<file path="config.mk">
export PLATFORM = sky130hd
export DESIGN_NAME = phase_sequencer_flat
export DESIGN_NICKNAME = d
export VERILOG_FILES = /design/src/rtl/phase_sequencer_if.sv /design/src/rtl/phase_sequencer.sv /design/src/flat_wrapper.sv
export SDC_FILE = /design/constraint.sdc
export NUM_CORES = 1
export LEC_CHECK = 0
export ABC_AREA = 1
export CORE_UTILIZATION = 35
export CTS_BUF_LIST = sky130_fd_sc_hd__clkbuf_4 sky130_fd_sc_hd__clkbuf_8
export DETAILED_ROUTE_END_ITERATION = 8
export SYNTH_ARGS = -nofsm -noshare
export SYNTH_HDL_FRONTEND = slang
export SYNTH_SLANG_ARGS = --single-unit
</file>
<file path="constraint.sdc">
create_clock -name clk -period 1.95 [get_ports clk]
set_clock_uncertainty 0.1 [all_clocks]
set_input_delay 0.2925 -clock clk [delete_from_list [all_inputs] [get_ports clk]]
set_output_delay 0.2925 -clock clk [all_outputs]
set_load 0.02 [all_outputs]
</file>
<file path="src/rtl/phase_sequencer_if.sv">
// Signal bundle between the phase sequencer and its surroundings: run controls, IR/ACC status
// and memory handshake in; datapath strobes, status flags and phase/retire count out.
interface phase_sequencer_if #(
  parameter int unsigned OPC_W    = 3,
  parameter int unsigned ALU_OP_W = 2,
  parameter int unsigned CNT_W    = 16
);
  logic                i_en;
  logic                i_resume;
  logic [OPC_W-1:0]    i_opcode;
  logic                i_zero;
  logic                i_mem_ready;

  logic                o_sel;
  logic                o_rd;
  logic                o_wr;
  logic                o_ld_ir;
  logic                o_ld_ac;
  logic                o_inc_pc;
  logic                o_ld_pc;
  logic                o_data_e;
  logic [ALU_OP_W-1:0] o_alu_op;
  logic                o_halt;
  logic                o_bus_err;
  logic                o_illegal;
  logic [2:0]          o_phase;
  logic [CNT_W-1:0]    o_instr_cnt;

  modport master (
    output i_en, i_resume, i_opcode, i_zero, i_mem_ready,
    input  o_sel, o_rd, o_wr, o_ld_ir, o_ld_ac, o_inc_pc, o_ld_pc, o_data_e,
    input  o_alu_op, o_halt, o_bus_err, o_illegal, o_phase, o_instr_cnt
  );

  modport slave (
    input  i_en, i_resume, i_opcode, i_zero, i_mem_ready,
    output o_sel, o_rd, o_wr, o_ld_ir, o_ld_ac, o_inc_pc, o_ld_pc, o_data_e,
    output o_alu_op, o_halt, o_bus_err, o_illegal, o_phase, o_instr_cnt
  );
endinterface

</file>
<file path="src/rtl/phase_sequencer.sv">
// Eight-phase control sequencer for the accumulator CPU: per-phase datapath strobes, memory
// wait handling with stall timeout, sticky halt/resume, illegal-opcode trap and retire counter.
module phase_sequencer #(
  parameter int unsigned OPC_W    = 3,
  parameter int unsigned ALU_OP_W = 2,
  parameter int unsigned TIMEOUT  = 15,
  parameter int unsigned CNT_W    = 16
) (
  input logic              clk,
  input logic              rst_n,
  phase_sequencer_if.slave bus
);

  localparam int unsigned SCNT_W = (TIMEOUT > 1) ? $clog2(TIMEOUT + 1) : 1;

  typedef enum logic [2:0] {
    PhInstAddr  = 3'd0,
    PhInstFetch = 3'd1,
    PhInstLoad  = 3'd2,
    PhIdle      = 3'd3,
    PhOpAddr    = 3'd4,
    PhOpFetch   = 3'd5,
    PhAluOp     = 3'd6,
    PhStore     = 3'd7
  } phase_e;

  phase_e              r_phase;
  logic                r_halt;
  logic                r_bus_err;
  logic                r_illegal;
  logic [CNT_W-1:0]    r_instr_cnt;
  logic [SCNT_W-1:0]   r_stall_cnt;

  logic [31:0]         w_opc;
  logic                w_hlt;
  logic                w_skz;
  logic                w_sto;
  logic                w_jmp;
  logic                w_aluop;
  logic                w_bad_op;
  logic                w_stall;
  logic                w_adv;
  logic                w_trap;
  logic                w_timeout;

  // Decode on a zero-extended copy so the >= 8 test stays meaningful for any OPC_W.
  assign w_opc    = 32'(bus.i_opcode);
  assign w_hlt    = (w_opc == 32'd0);
  assign w_skz    = (w_opc == 32'd1);
  assign w_sto    = (w_opc == 32'd6);
  assign w_jmp    = (w_opc == 32'd7);
  assign w_aluop  = (w_opc >= 32'd2) && (w_opc <= 32'd5);
  assign w_bad_op = (w_opc >= 32'd8);

  assign w_stall = !bus.i_mem_ready &&
                   ((r_phase == PhInstFetch) ||
                    ((r_phase == PhOpFetch) && w_aluop) ||
                    ((r_phase == PhStore) && w_sto));
  assign w_adv     = bus.i_en && !r_halt && !w_stall;
  assign w_trap    = (r_phase == PhOpAddr) && (w_hlt || w_bad_op);
  assign w_timeout = (TIMEOUT != 0) && (r_stall_cnt == SCNT_W'(TIMEOUT - 1));

  always_ff @(posedge clk or negedge rst_n) begin
    if (!rst_n) begin
      r_phase     <= PhInstAddr;
      r_halt      <= 1'b0;
      r_bus_err   <= 1'b0;
      r_illegal   <= 1'b0;
      r_instr_cnt <= '0;
      r_stall_cnt <= '0;
    end else if (r_halt) begin
      r_phase     <= PhInstAddr;
      r_stall_cnt <= '0;
      if (bus.i_resume && !r_bus_err) begin
        r_halt <= 1'b0;
      end
    end else if (w_adv) begin
      r_stall_cnt <= '0;
      if (w_trap) begin
        r_halt  <= 1'b1;
        r_phase <= PhInstAddr;
        if (w_bad_op) begin
          r_illegal <= 1'b1;
        end
      end else begin
        r_phase <= phase_e'(r_phase + 3'd1);
        if (r_phase == PhStore) begin
          r_instr_cnt <= r_instr_cnt + CNT_W'(1);
        end
      end
    end else if (w_stall && bus.i_en) begin
      if (w_timeout) begin
        r_bus_err   <= 1'b1;
        r_halt      <= 1'b1;
        r_phase     <= PhInstAddr;
        r_stall_cnt <= '0;
      end else begin
        r_stall_cnt <= r_stall_cnt + SCNT_W'(1);
      end
    end
  end

  // Level strobes hold through stalls; load/increment strobes are edge-qualified by w_adv.
  always_comb begin
    bus.o_sel    = 1'b0;
    bus.o_rd     = 1'b0;
    bus.o_wr     = 1'b0;
    bus.o_ld_ir  = 1'b0;
    bus.o_ld_ac  = 1'b0;
    bus.o_inc_pc = 1'b0;
    bus.o_ld_pc  = 1'b0;
    bus.o_data_e = 1'b0;
    unique case (r_phase)
      PhInstAddr: bus.o_sel = 1'b1;
      PhInstFetch: begin
        bus.o_sel = 1'b1;
        bus.o_rd  = 1'b1;
      end
      PhInstLoad, PhIdle: begin
        bus.o_sel   = 1'b1;
        bus.o_rd    = 1'b1;
        bus.o_ld_ir = w_adv;
      end
      PhOpAddr:  bus.o_inc_pc = w_adv;
      PhOpFetch: bus.o_rd     = w_aluop;
      PhAluOp: begin
        bus.o_rd     = w_aluop;
        bus.o_inc_pc = w_adv && w_skz && bus.i_zero;
        bus.o_ld_pc  = w_adv && w_jmp;
        bus.o_data_e = w_sto;
      end
      PhStore: begin
        bus.o_rd     = w_aluop;
        bus.o_ld_ac  = w_adv && w_aluop;
        bus.o_ld_pc  = w_adv && w_jmp;
        bus.o_wr     = w_sto;
        bus.o_data_e = w_sto;
      end
      default: ;
    endcase
    if (r_halt) begin
      bus.o_sel    = 1'b0;
      bus.o_rd     = 1'b0;
      bus.o_wr     = 1'b0;
      bus.o_data_e = 1'b0;
    end
  end

  always_comb begin
    bus.o_alu_op = '0;
    case (w_opc)
      32'd2:   bus.o_alu_op = ALU_OP_W'(1);
      32'd3:   bus.o_alu_op = ALU_OP_W'(2);
      32'd4:   bus.o_alu_op = ALU_OP_W'(3);
      default: bus.o_alu_op = '0;
    endcase
  end

  assign bus.o_halt      = r_halt;
  assign bus.o_bus_err   = r_bus_err;
  assign bus.o_illegal   = r_illegal;
  assign bus.o_phase     = r_phase;
  assign bus.o_instr_cnt = r_instr_cnt;

endmodule

</file>
<file path="src/flat_wrapper.sv">
// flat-port wrapper written by rule: the top's interface ports become plain ports
module phase_sequencer_flat 
#(
  parameter int unsigned OPC_W    = 3,
  parameter int unsigned ALU_OP_W = 2,
  parameter int unsigned TIMEOUT  = 15,
  parameter int unsigned CNT_W    = 16
)
  (clk, rst_n, bus_i_en, bus_i_resume, bus_i_opcode, bus_i_zero, bus_i_mem_ready, bus_o_sel, bus_o_rd, bus_o_wr, bus_o_ld_ir, bus_o_ld_ac, bus_o_inc_pc, bus_o_ld_pc, bus_o_data_e, bus_o_alu_op, bus_o_halt, bus_o_bus_err, bus_o_illegal, bus_o_phase, bus_o_instr_cnt);
  phase_sequencer_if #(.OPC_W(OPC_W), .ALU_OP_W(ALU_OP_W), .CNT_W(CNT_W)) bus_i ();
  input logic clk;
  input logic rst_n;
  input wire logic [$bits(bus_i.i_en)-1:0] bus_i_en;
  input wire logic [$bits(bus_i.i_resume)-1:0] bus_i_resume;
  input wire logic [$bits(bus_i.i_opcode)-1:0] bus_i_opcode;
  input wire logic [$bits(bus_i.i_zero)-1:0] bus_i_zero;
  input wire logic [$bits(bus_i.i_mem_ready)-1:0] bus_i_mem_ready;
  output wire logic [$bits(bus_i.o_sel)-1:0] bus_o_sel;
  output wire logic [$bits(bus_i.o_rd)-1:0] bus_o_rd;
  output wire logic [$bits(bus_i.o_wr)-1:0] bus_o_wr;
  output wire logic [$bits(bus_i.o_ld_ir)-1:0] bus_o_ld_ir;
  output wire logic [$bits(bus_i.o_ld_ac)-1:0] bus_o_ld_ac;
  output wire logic [$bits(bus_i.o_inc_pc)-1:0] bus_o_inc_pc;
  output wire logic [$bits(bus_i.o_ld_pc)-1:0] bus_o_ld_pc;
  output wire logic [$bits(bus_i.o_data_e)-1:0] bus_o_data_e;
  output wire logic [$bits(bus_i.o_alu_op)-1:0] bus_o_alu_op;
  output wire logic [$bits(bus_i.o_halt)-1:0] bus_o_halt;
  output wire logic [$bits(bus_i.o_bus_err)-1:0] bus_o_bus_err;
  output wire logic [$bits(bus_i.o_illegal)-1:0] bus_o_illegal;
  output wire logic [$bits(bus_i.o_phase)-1:0] bus_o_phase;
  output wire logic [$bits(bus_i.o_instr_cnt)-1:0] bus_o_instr_cnt;
  assign bus_i.i_en = bus_i_en;
  assign bus_i.i_resume = bus_i_resume;
  assign bus_i.i_opcode = bus_i_opcode;
  assign bus_i.i_zero = bus_i_zero;
  assign bus_i.i_mem_ready = bus_i_mem_ready;
  assign bus_o_sel = bus_i.o_sel;
  assign bus_o_rd = bus_i.o_rd;
  assign bus_o_wr = bus_i.o_wr;
  assign bus_o_ld_ir = bus_i.o_ld_ir;
  assign bus_o_ld_ac = bus_i.o_ld_ac;
  assign bus_o_inc_pc = bus_i.o_inc_pc;
  assign bus_o_ld_pc = bus_i.o_ld_pc;
  assign bus_o_data_e = bus_i.o_data_e;
  assign bus_o_alu_op = bus_i.o_alu_op;
  assign bus_o_halt = bus_i.o_halt;
  assign bus_o_bus_err = bus_i.o_bus_err;
  assign bus_o_illegal = bus_i.o_illegal;
  assign bus_o_phase = bus_i.o_phase;
  assign bus_o_instr_cnt = bus_i.o_instr_cnt;
  phase_sequencer #(.OPC_W(OPC_W), .ALU_OP_W(ALU_OP_W), .TIMEOUT(TIMEOUT), .CNT_W(CNT_W)) u_core (.clk(clk), .rst_n(rst_n), .bus(bus_i));
endmodule
</file>
# Word level (Yosys, flattened, before mapping)
# Index checks and enable logic that the tools add are counted.
# W data, S select, Z words.
# op_classes
n_reduce_logical,33
bitwise_logic,3
magnitude_cmp,3
mux,28
eq_ne,14
n_addsub,3
# ops
cell,n
$logic_not A32 Y1,1
$eq A3 B3 Y1 const B,7
$add A16 B1 Y16 const B,1
$mux W1,16
$mux W4,4
$mux W3,5
$logic_and A1 B1 Y1,13
$eq A3 B2 Y1 const B,4
$reduce_and A4 Y1,3
$eq A3 B1 Y1 const B,2
$pmux W2 S3,1
$reduce_bool A3 Y1,2
$reduce_or A3 Y1,2
$add A4 B1 Y4 const B,1
$eq A4 B4 Y1 const B,1
$ge A3 B4 Y1 const B,1
$logic_not A1 Y1,4
$pmux W1 S2,2
$reduce_or A2 Y1,2
$reduce_or A4 Y1,1
$add A3 B1 Y3 const B,1
$ge A3 B2 Y1 const B,1
$le A3 B3 Y1 const B,1
$logic_not A3 Y1,1
3 further kinds,7
# word_totals
out_inout_bits,32
ff_bits,26
word_cells,90
input_bits,9

# Logic depth before layout (Yosys ltp)
# depth
depth_word,11
depth_mapped,13
mapped_depth_nobuf,12

# Least setup slack after synthesis
# No wires, ideal clock.
# synth_timing
kind,register -> output
start,"register u_core.r_phase[1], in the netlist u_core.bus.o_phase[1]"
end,output port bus_o_ld_pc
required_time_ps,1558
t_arrival_ps,2021
path_slack_ps,-464
stages_incl_launch_ff,9
cell_sequence,dfrtp_1 > ha_1 > ha_1 > buf_4 > nand4_1 > nand3_1 > nand2_2 > nand2_2 > nor4_1
# synth_via
elab_chain_len,9
word_cells_on_any_way,14
classes_between,4 x eq/ne; 1 x mux; 9 x reduce/logical
# synth_rtl
element,line,rtl
from (decl),phase_sequencer.sv:27,phase_e r_phase;
from (signal assigned),phase_sequencer.sv:65,r_phase <= PhInstAddr;
from (signal assigned),phase_sequencer.sv:72,r_phase <= PhInstAddr;
from (signal assigned),phase_sequencer.sv:81,r_phase <= PhInstAddr;
$eq A3 B3 Y1,phase_sequencer.sv:57,((r_phase == PhOpFetch) && w_aluop) ||
$logic_and A1 B1 Y1,phase_sequencer.sv:57,
$logic_or A1 B1 Y1,phase_sequencer.sv:56,((r_phase == PhInstFetch) ||
$logic_or A1 B1 Y1,phase_sequencer.sv:57,
$logic_and A1 B1 Y1,phase_sequencer.sv:55,assign w_stall = !bus.i_mem_ready &&
$logic_not A1 Y1,phase_sequencer.sv:59,assign w_adv = bus.i_en && !r_halt && !w_stall;
$logic_and A1 B1 Y1,phase_sequencer.sv:59,
$logic_and A1 B1 Y1,"phase_sequencer.sv:129, phase_sequencer.sv:135",
$mux W1 *,n/a,
to (decl),flat_wrapper.sv:24,output wire logic [$bits(bus_i.o_ld_pc)-1:0] bus_o_ld_pc;
# Every way passes the cells marked *; elsewhere a longest branch is shown, timed or not.

# Worst setup path after layout
# layout_timing
start,"register u_core.r_phase[0], in the netlist u_core.bus.o_phase[0]"
end,output port bus_o_inc_pc
# layout_via
elab_chain_len,10
word_cells_on_any_way,15
classes_between,5 x eq/ne; 1 x mux; 9 x reduce/logical
# layout_rtl
element,line,rtl
$eq A3 B3 Y1,phase_sequencer.sv:57,
$logic_and A1 B1 Y1,phase_sequencer.sv:57,
$logic_or A1 B1 Y1,phase_sequencer.sv:56,
$logic_or A1 B1 Y1,phase_sequencer.sv:57,
$logic_and A1 B1 Y1,phase_sequencer.sv:55,
$logic_not A1 Y1,phase_sequencer.sv:59,
$logic_and A1 B1 Y1,phase_sequencer.sv:59,
$logic_and A1 B1 Y1 (2 in a row),phase_sequencer.sv:128,bus.o_inc_pc = w_adv && w_skz && bus.i_zero;
$pmux W1 S2 *,phase_sequencer.sv:113,unique case (r_phase)
to (decl),flat_wrapper.sv:23,output wire logic [$bits(bus_i.o_inc_pc)-1:0] bus_o_inc_pc;
# Marks and branches as above.

==> results.yml <==
synth:
  synth-simple-area-share_pct: 36.1
  yosys_warnings: 0
  syn-num-nets: 238
  synth_ff_type: "dfrtp_1"
  syn_area_mm2: 0.00165
  synth_top_family_by_area: "simple AND/OR/NAND/NOR gates"
  synth_edf_count: 0
  ys_ff_latch: 25
  synth_mux_area_share_pct: 0
  synth_compound_area_share_pct: 2.20
  synth_xor_area_share_pct: 8.50
  synth.top_cell.area_share_pct: 37.9
  synth_adder_area_share_pct: 6.07
  async_reset_ff_share_pct: 100
  syn_area_per_cell_um2: 7.46
  synth.area.top_cells: "dfrtp_1 38%, nand2_1 15%, nand3_1 9.4%"
  yosys.area.top_type: "dfrtp_1"
  ys_types: 24
  syn_inst: 221
  yosysSeqAreaShare_pct: 37.9
routing:
  wl_per_cell_um: 12.1
  drtAntennaViolNets: 0
  via_count: 1646
  routed_wl_um: 4080
  routed_via_density: 4.90
  firstDrtPassIters: 6
  drtIter0Drc: 67
  drc: 10
timing:
  hold_viol: 0
  setup_violations: 20
  drv_slew: 0
  fin_ws_ps: -237
  max_freq_mhz: 457
  min_period_over_period_pct: 112
  post-route-min-period_ps: 2190
  rsz0062_at_grt: "yes"
finish:
  final_area_mm2: 0.00247
  antenna_cells: 0
  drive_above_1_share_pct: 26.8
  area_growth_pct: 49.8
  finalNetCount: 302
  final_common_cell: "nand2_1"
  fillers: 455
  mostFrequentLayoutCells: "57 x nand2_1, 30 x nand3_1, 29 x clkdlybuf4s50_1, 24 x buf_4"
placement:
  gp_congestion: 0.763
  placedInstanceArea_mm2: 0.00225
  portBuffers: 39
  dpl.hpwl_um: 2870
  place_ws_ps: -535
clocking:
  max-clock-path-buffers: 2
  cts.htree.levels: 1
  cts.clk_slew.worst_paths_ps: 80
  root_buffer: "clkbuf_8"
  cts_tree: "yes"
  cts_buffers: 3
  clk-insertion-delay-late_ps: 270
  clock_sinks: 25
power:
  sw_frac_of_total_pct: 41.5
  cellPowerDensity_mw_per_mm2: 984
  clkPwrFrac_pct: 13.1
  p_int_mw: 1.42
  p_comb_share_pct: 56.0
  leakage_nw: 1.19
  irDropWorstVdd_v: 0.000498
  p_seq_share_pct: 30.9
  p_switching_mw: 1.01
setup_path:
  r2r_start: "u_core.bus.o_phase[0]"
  crit_top_cell: "ha_4"
  cp_slowest_stage_delay_ps: 460
  setup.worst_path.class: "reg -> out"
  cp_slowest_cell: "dfrtp_2"
  path_cells: "ha_4 > ha_4 > nand4_1 > nand3_1 > nand2_2 > nand2_4 > buf_4 > nor2_2 > buf_6"
  setup.worst_path.start_class: "flip-flop"
  crit_path_end_kind: "output pin"
  cp_max_fo: 5
  required_ps: 1560
  cp.arrival_ps: 1790
  crit_start: "u_core.bus.o_phase[0]"
die:
  die_x_um: 70.6
  num_rows: 24
  die_y_um: 70.6
  num_io_pins: 41
  initial_core_util_pct: 37.1
  die_area_mm2: 0.00499
  core_area_mm2: 0.00444
grt:
  gr-usage-met3_pct: 1.99
  grt.total_usage_pct: 16.2
  use_met1_pct: 21.0
  antenna_found_initial: 0
  grt_pass1_vias: 1467
  grt_max_degree: 26
  overflow: 0
  busiest_layer: "met2"
  use_met2_pct: 28.0
  grt_pass1_wl_um: 6530
worst_hold_path:
  hp-class: "in -> async"
job:
  max-cap-violations: 0
status:
  failed_checks: "DRC, setup timing"
  outcome: "finished with violations"
==> routing by layer <==
metal	share of wire, %	up-vias
met1	44	772
met2	49	45
met3	4.6	7
li1	-	822
met4	1.7	0
met5	0	-
==> cell usage after synthesis, types with 2 or more instances <==
| master | n |
|---|---|
| xor2_1 | 7 |
| nand3_1 | 31 |
| buf_4 | 3 |
| nand2_2 | 5 |
| xnor2_1 | 9 |
| nand2_1 | 67 |
| nor4_1 | 2 |
| dfrtp_1 | 25 |
| buf_6 | 3 |
| ha_1 | 8 |
| nor3_1 | 2 |
| nor2_1 | 26 |
| o21ai_0 | 5 |
| inv_1 | 17 |
| nand4_1 | 2 |
==> critical path: cells and delay by family, from the launching register on <==
family / cells / cell delay (ps)
fa+ha+maj: 2 / 330
simple gates: 5 / 450
flops: 1 / 460
buf+inv: 2 / 270
==> power groups by stage <==
| stage | sequential, mW | combinational, mW | clock (mW) |
|---|---|---|---|
| after global routing | 0.772 | 1.48 | 0.351 |
| after detailed placement | 0.753 | 1.16 | 0 |
| after global placement | 0.753 | 1.15 | 0 |
| final | 0.751 | 1.36 | 0.318 |
| after floorplan | 0.821 | 0.647 | 0 |
| after CTS | 0.744 | 1.15 | 0.332 |
==> worst paths after layout <==
kind,endpoint,slack [ps],cells after the start
min reg2reg,u_core.bus.o_bus_err,400,2
max,bus_o_inc_pc,-240,9
min in group clk,u_core.bus.o_bus_err,400,2
min,u_core.bus.o_bus_err,290,2
max reg2reg,u_core.bus.o_instr_cnt[6],-70,12
max in group asynchronous,u_core.bus.o_phase[0],1200,2
==> timing repair <==
| item | CTS | global route |
|---|---|---|
| endpoints found under the setup margin | 26 | 32 |
| hold buffers | 0 | 0 |
| pin swaps | 5 | 22 |
| setup buffers | 3 | 5 |
| resized for setup | 43 | 31 |
| gates cloned | 0 | 2 |
==> registers in the layout, summed over array words and instances (netlist names) <==
register / flops
u_core.bus.o_halt: 1
u_core.bus.o_bus_err: 1
u_core.r_stall_cnt: 4
u_core.bus.o_phase: 3
u_core.bus.o_instr_cnt: 16
==> cells by family after synthesis <==
kind of cell / count (synthesis)
AO/OA/AOI/OAI: 7
adder cells (fa/ha/maj): 8
flip-flops: 25
buffers and inverters: 26
AND/OR/NAND/NOR: 138
XOR/XNOR: 16
other: 1
==> stage by stage <==
step	power [mW]	util (%)	instances	hold slack, ps	TNS, ps
after floorplan	1.47	-	221	-103	-34.6
after global placement	1.90	50.5	324	387	-6080
after detailed placement	1.91	50.5	324	387	-6870
after CTS	2.23	51.7	331	301	-1840
after global routing	2.60	55.6	336	334	-3830
final	2.43	55.6	336	286	-1670
==> cell type report <==
class,instances,area [um2],area share [%]
multi-input combinational,171,1030,41.9
sequential,25,629,25.5
timing repair buffer,66,626,25.3
clock buffer,4,48.8,1.97
inverter,18,67.6,2.73
tap,52,65.1,2.63
Note: power is estimated with default switching activity, not from simulation.
